## config.mk

```make
export PLATFORM = sky130hd
export DESIGN_NAME = pipeline_ctrl
export DESIGN_NICKNAME = d
export VERILOG_FILES = /design/src/rtl/pipeline_ctrl.sv
export SDC_FILE = /design/constraint.sdc
export NUM_CORES = 1
export LEC_CHECK = 0
export ABC_AREA = 1
export ABC_CLOCK_PERIOD_IN_PS = 2300
export BUFFER_PORTS_ARGS = -buffer_cell sky130_fd_sc_hd__clkbuf_2
export CORE_MARGIN = 5
export CORE_UTILIZATION = 45
export DETAILED_ROUTE_END_ITERATION = 6
export PLACE_DENSITY = 0.71
export SYNTH_ARGS = -nofsm -noshare
export SYNTH_HDL_FRONTEND = slang
export SYNTH_SLANG_ARGS = --single-unit
```

## constraint.sdc

```tcl
create_clock -name Clk -period 2.3 [get_ports Clk]
set_input_delay 0.115 -clock Clk [delete_from_list [all_inputs] [get_ports Clk]]
set_output_delay 0.115 -clock Clk [all_outputs]
set_load 0.03 [all_outputs]
```

## src/rtl/pipeline_ctrl.sv

```systemverilog
// Hazard/sequencing controller for the five-stage pipeline: drives per-register
// enables and bubble-insert flushes for fill, load-use, branch squash and memory waits.
module pipeline_ctrl #(
  parameter int FILL_CYCLES  = 1,
  parameter int FLUSH_CYCLES = 1,
  parameter int COUNT_W      = 16
) (
  input  logic               Clk,
  input  logic               Reset,
  input  logic [4:0]         IFID_Rs,
  input  logic [4:0]         IFID_Rt,
  input  logic               IFID_UsesRt,
  input  logic               IDEX_MemRead,
  input  logic [4:0]         IDEX_Rt,
  input  logic               EX_BranchTaken,
  input  logic               MemReq,
  input  logic               MemReady,
  output logic               PCWrite,
  output logic               IFID_En,
  output logic               IDEX_En,
  output logic               EXMEM_En,
  output logic               MEMWB_En,
  output logic               IFID_Flush,
  output logic               IDEX_Flush,
  output logic [COUNT_W-1:0] StallCount,
  output logic [1:0]         State
);

  typedef enum logic [1:0] {
    ST_FILL    = 2'd0,
    ST_RUN     = 2'd1,
    ST_FLUSH   = 2'd2,
    ST_MEMWAIT = 2'd3
  } state_t;

  localparam logic [3:0] FILL_INIT  = 4'(FILL_CYCLES);
  localparam logic [3:0] FLUSH_INIT = 4'(FLUSH_CYCLES - 1);

  state_t             state_reg, state_next;
  logic [3:0]         cnt_reg, cnt_next;
  logic [COUNT_W-1:0] stall_reg;

  // en bits: {PCWrite, IFID_En, IDEX_En, EXMEM_En, MEMWB_En}; fl bits: {IFID, IDEX}
  logic [4:0] en;
  logic [1:0] fl;
  logic       freeze;
  logic       load_use;

  assign freeze   = MemReq & ~MemReady;
  assign load_use = IDEX_MemRead && (IDEX_Rt != 5'd0) &&
                    ((IDEX_Rt == IFID_Rs) || (IFID_UsesRt && (IDEX_Rt == IFID_Rt)));

  always_comb begin
    en         = 5'b11111;
    fl         = 2'b00;
    state_next = state_reg;
    cnt_next   = cnt_reg;
    if (Reset) begin
      en = 5'b00000;
      fl = 2'b11;
    end else begin
      case (state_reg)
        ST_FILL: begin
          fl       = 2'b11;
          cnt_next = cnt_reg - 4'd1;
          if (cnt_reg == 4'd1) state_next = ST_RUN;
        end
        ST_FLUSH: begin
          if (freeze) begin
            en = 5'b00000;
          end else begin
            fl       = 2'b11;
            cnt_next = cnt_reg - 4'd1;
            if (cnt_reg == 4'd1) state_next = ST_RUN;
          end
        end
        ST_RUN, ST_MEMWAIT: begin
          // RUN and an unfrozen MEMWAIT share the same rule ladder
          if (freeze) begin
            en         = 5'b00000;
            state_next = ST_MEMWAIT;
          end else if (EX_BranchTaken) begin
            fl = 2'b11;
            if (FLUSH_CYCLES > 1) begin
              state_next = ST_FLUSH;
              cnt_next   = FLUSH_INIT;
            end else begin
              state_next = ST_RUN;
            end
          end else if (load_use) begin
            en         = 5'b00111;
            fl         = 2'b01;
            state_next = ST_RUN;
          end else begin
            state_next = ST_RUN;
          end
        end
        default: state_next = ST_FILL;
      endcase
    end
  end

  always_ff @(posedge Clk) begin
    if (Reset) begin
      state_reg <= ST_FILL;
      cnt_reg   <= FILL_INIT;
      stall_reg <= '0;
    end else begin
      state_reg <= state_next;
      cnt_reg   <= cnt_next;
      if ((state_reg != ST_FILL) && !en[4] && (stall_reg != {COUNT_W{1'b1}}))
        stall_reg <= stall_reg + 1'b1;
    end
  end

  assign PCWrite    = en[4];
  assign IFID_En    = en[3];
  assign IDEX_En    = en[2];
  assign EXMEM_En   = en[1];
  assign MEMWB_En   = en[0];
  assign IFID_Flush = fl[1];
  assign IDEX_Flush = fl[0];
  assign StallCount = stall_reg;
  assign State      = state_reg;

endmodule

```

==> results summary <==
The met2 track demand over resource in global routing is 0.2670. At the end of the flow the core is filled with cells to 0.5523. The run finished with clean final reports. The number of instances resized during post-cts repair came out at 0.

After the last flow step, the layout net total stands at 316. The number of cell instances on the worst register-to-register path came out at 9. The global routing stage identified its most utilized layer as met2.

The wire-length estimate of the detail-placed layout is ~2800 um. In this run the remaining antenna-violating nets after routing total 0. The initial antenna violation count is 0. The post-route worst setup slack came out at roughly 0.28 ns. The first TritonRoute pass finished after 4 iterations. The endpoint kind of the worst setup timing path is a register. The first global-routing pass estimated approximately 6000 um of wire. The worst slack at placement came out at slightly above 0.3 ns. The worst register-to-register path begins at StallCount[0].

The number of remaining DRC errors came out at 0. The number of nets in the synthesized netlist is around 270. The maximum fanout encountered on the critical timing path came out at 17. Routability-driven placement finished with a final weighted congestion of approximately 0.90. The number of flops mapped to enable cells by yosys came out at 0. The latest clock arrival within the worst-skew pair came out at about 0.31 ns.

The instance count along the most critical hold path is 4. The area of the core is roughly 3300 um2. The transition time at the pin with the least slew margin is 0.4643 ns. The floorplan step defined a die boundary enclosing around 4700 um2.

In this run the most critical hold path is launched from MemReady. The count of endpoints failing hold in the final timing report is 0. The top cell types in the final layout, fill and taps aside, are 67 x sky130_fd_sc_hd__nand2_1, 46 x sky130_fd_sc_hd__clkbuf_2, 39 x sky130_fd_sc_hd__inv_1. The via count is between 1500 and 2000. The number of unique standard cell types used by synthesis came out at 29. Post-CTS timing repair inserted 0 buffers for setup. The number of sinks on the clock net is 22. The count of pins on the block boundary came out at 47. After synthesis, the share of flip-flops with an asynchronous set or reset is 0. The initial core utilization is 0.4668.

The clock transition at the registers of the reported paths is between 0.1 and 0.15 ns. The headroom to the max-slew limit is 0.6897. The category of the worst setup path launch point is a register.

In this run the tool buffered the top-level ports with 46 buffer cells. The arrival time at the worst endpoint is ~2.3 ns. The worst hold endpoint is State[1]. The count of fill cells added during filler insertion is 360.

The area of the mapped netlist is 1558 um2. The yosys synthesis warning count is 0. The min-delay analysis places its worst path in the category in2reg. The library cell used most frequently in the layout, excluding fill and tap cells, is sky130_fd_sc_hd__nand2_1.

The horizontal die dimension came out at between 60 and 70 um. For the final database, setup skew stands at between 0.01 and 0.015 ns. The count of H-tree levels built during CTS is 1. The share of post-route cells with drive strength above 1 is 0.2103. The per-cell routed wire length is approximately 10 um. Using the TritonRoute via totals, the vias-per-cell ratio works out to ~4.8. The placement-stage cell area is 1807 um2. The flop and latch count out of synthesis came out at 22. In the global route stage, met1 resource usage came out at 0.2099. The clock tree buffer depth came out at 2. Setup slack on the worst reg-to-reg path comes out at around 0.28 ns. By startpoint and endpoint, the worst setup path is classified as reg2reg. From synthesis to final layout, the design area changed by 18.31%.

TritonCTS built the clock tree. Setup repair after global routing left no endpoint under its margin. The number of buffers created by CTS came out at 3. After global routing the overflow that remains totals 0. In this run the mean area of a mapped cell was between 6 and 7 um2. The tool flagged a number of max-cap violations equal to 0. The tree is rooted in a sky130_fd_sc_hd__clkbuf_4. The total track usage is 0.1641. The leakage power summed over all cells is ~0.00090 uW. The met3 track utilization from global routing is 0.05024. The DRC violation total after the first TritonRoute iteration is a little over 90. The number of global-route vias before repair came out at 1466. The die is slightly below 70 um tall. The worst flop-to-flop path endpoint is StallCount[10]. The total power density per cell area is roughly 660 nW/um2. The number of antenna diodes in the final layout is 0. The number of hold buffers added after CTS is 0. The final period demand of the worst path came out at 2.018 ns. The critical path data required time is 2.54 ns.

The final instance area came out at about 1800 um2. The highest clock frequency the design can meet is 495.5 MHz. VDD sags by at most approximately 0.55 mV. The predominant post-synthesis flop cell is sky130_fd_sc_hd__dfxtp_1. The share of the yosys chip area belonging to registers is 0.2827. The number of placement rows is 21. The total wire length after detailed routing came out at roughly 3500 um.

The flip-flop count of the largest register after layout came out at 16. The count of mapped cells out of synthesis is between 200 and 250. Setup violations remaining at the end of the flow were counted as 0. The period utilization is 0.8774.

The final count of pins violating max slew was 0. The largest net degree at the start of global routing is 19. The setup TNS after final layout came out at 0 ns.
-- metrics by stage --
stage                     instances  hold slack (ns)  total power, uW
after floorplan                 247           0.3180            890.3
after global placement          332           0.4152             1005
after detailed placement        332           0.4314             1012
after CTS                       336          0.08754             1230
after global routing            336          0.09669             1333
final                           336           0.1013             1217
-- critical path, stage by stage (launching register included) --
cell	delay, ns
sky130_fd_sc_hd__dfxtp_1	0.41
sky130_fd_sc_hd__ha_1	0.25
sky130_fd_sc_hd__nand3_2	0.14
sky130_fd_sc_hd__nor3_4	0.18
sky130_fd_sc_hd__nand2_1	0.11
sky130_fd_sc_hd__nor3_4	0.17
sky130_fd_sc_hd__nand2_2	0.22
sky130_fd_sc_hd__nand3_4	0.26
sky130_fd_sc_hd__nand2_1	0.08
sky130_fd_sc_hd__a21oi_1	0.12
-- cell usage after synthesis, drive strengths merged (2+ instances only) --
cell,instances,share of area
a21oi,15,0.048
nand2,68,0.17
xnor2,2,0.011
nor3,11,0.053
o21ai,5,0.016
buf,5,0.025
inv,42,0.10
nor2,21,0.051
xor2,11,0.062
dfxtp,22,0.28
ha,3,0.024
clkbuf,4,0.0096
nand4,15,0.060
clkinv,2,0.0048
nand3,16,0.063
-- report_power, final --
group	total, uW	internal (uW)	switching (uW)
clock network	215	96.7	118
logic	524	160	364
registers	477	434	43.1
total	1220	691	525
-- layer usage --
layer,vias to the layer above,share of wire
met2,43,0.45
met3,8,0.069
li1,870,-
met4,0,0.016
met1,688,0.46
met5,-,0
-- kinds of logic after synthesis --
kind of cell               synth area share
and+or+nand+nor                      0.4008
buffers and inverters                0.1406
AOI/OAI and AO/OA                   0.07872
DFF                                  0.2827
xor gates and xnor gates            0.07309
adders and majority gates           0.02410
-- worst max path at each step --
stage	start	endpoint	slack, ns	depth (start not counted)
2_1_floorplan	State[1]	PCWrite	0.09	7
3_3_place_gp	StallCount[0]	StallCount[1]	0.36	10
3_5_place_dp	StallCount[0]	StallCount[13]	0.30	9
4_1_cts	StallCount[0]	StallCount[13]	0.28	9
5_1_grt	StallCount[0]	StallCount[6]	0.07	9
6_report	StallCount[0]	StallCount[10]	0.28	9
-- cell type report --
type / instances / area [um2] / share of cell area
multi-input cells: 172 / 898.4 / 0.4874
clock buffers: 4 / 36.28 / 0.01969
repair buffers: 48 / 245.2 / 0.1331
flip-flops and latches: 22 / 440.4 / 0.2390
inverters: 44 / 165.2 / 0.08961
well taps: 46 / 57.56 / 0.03123
Power figures use the tool's default switching activity.
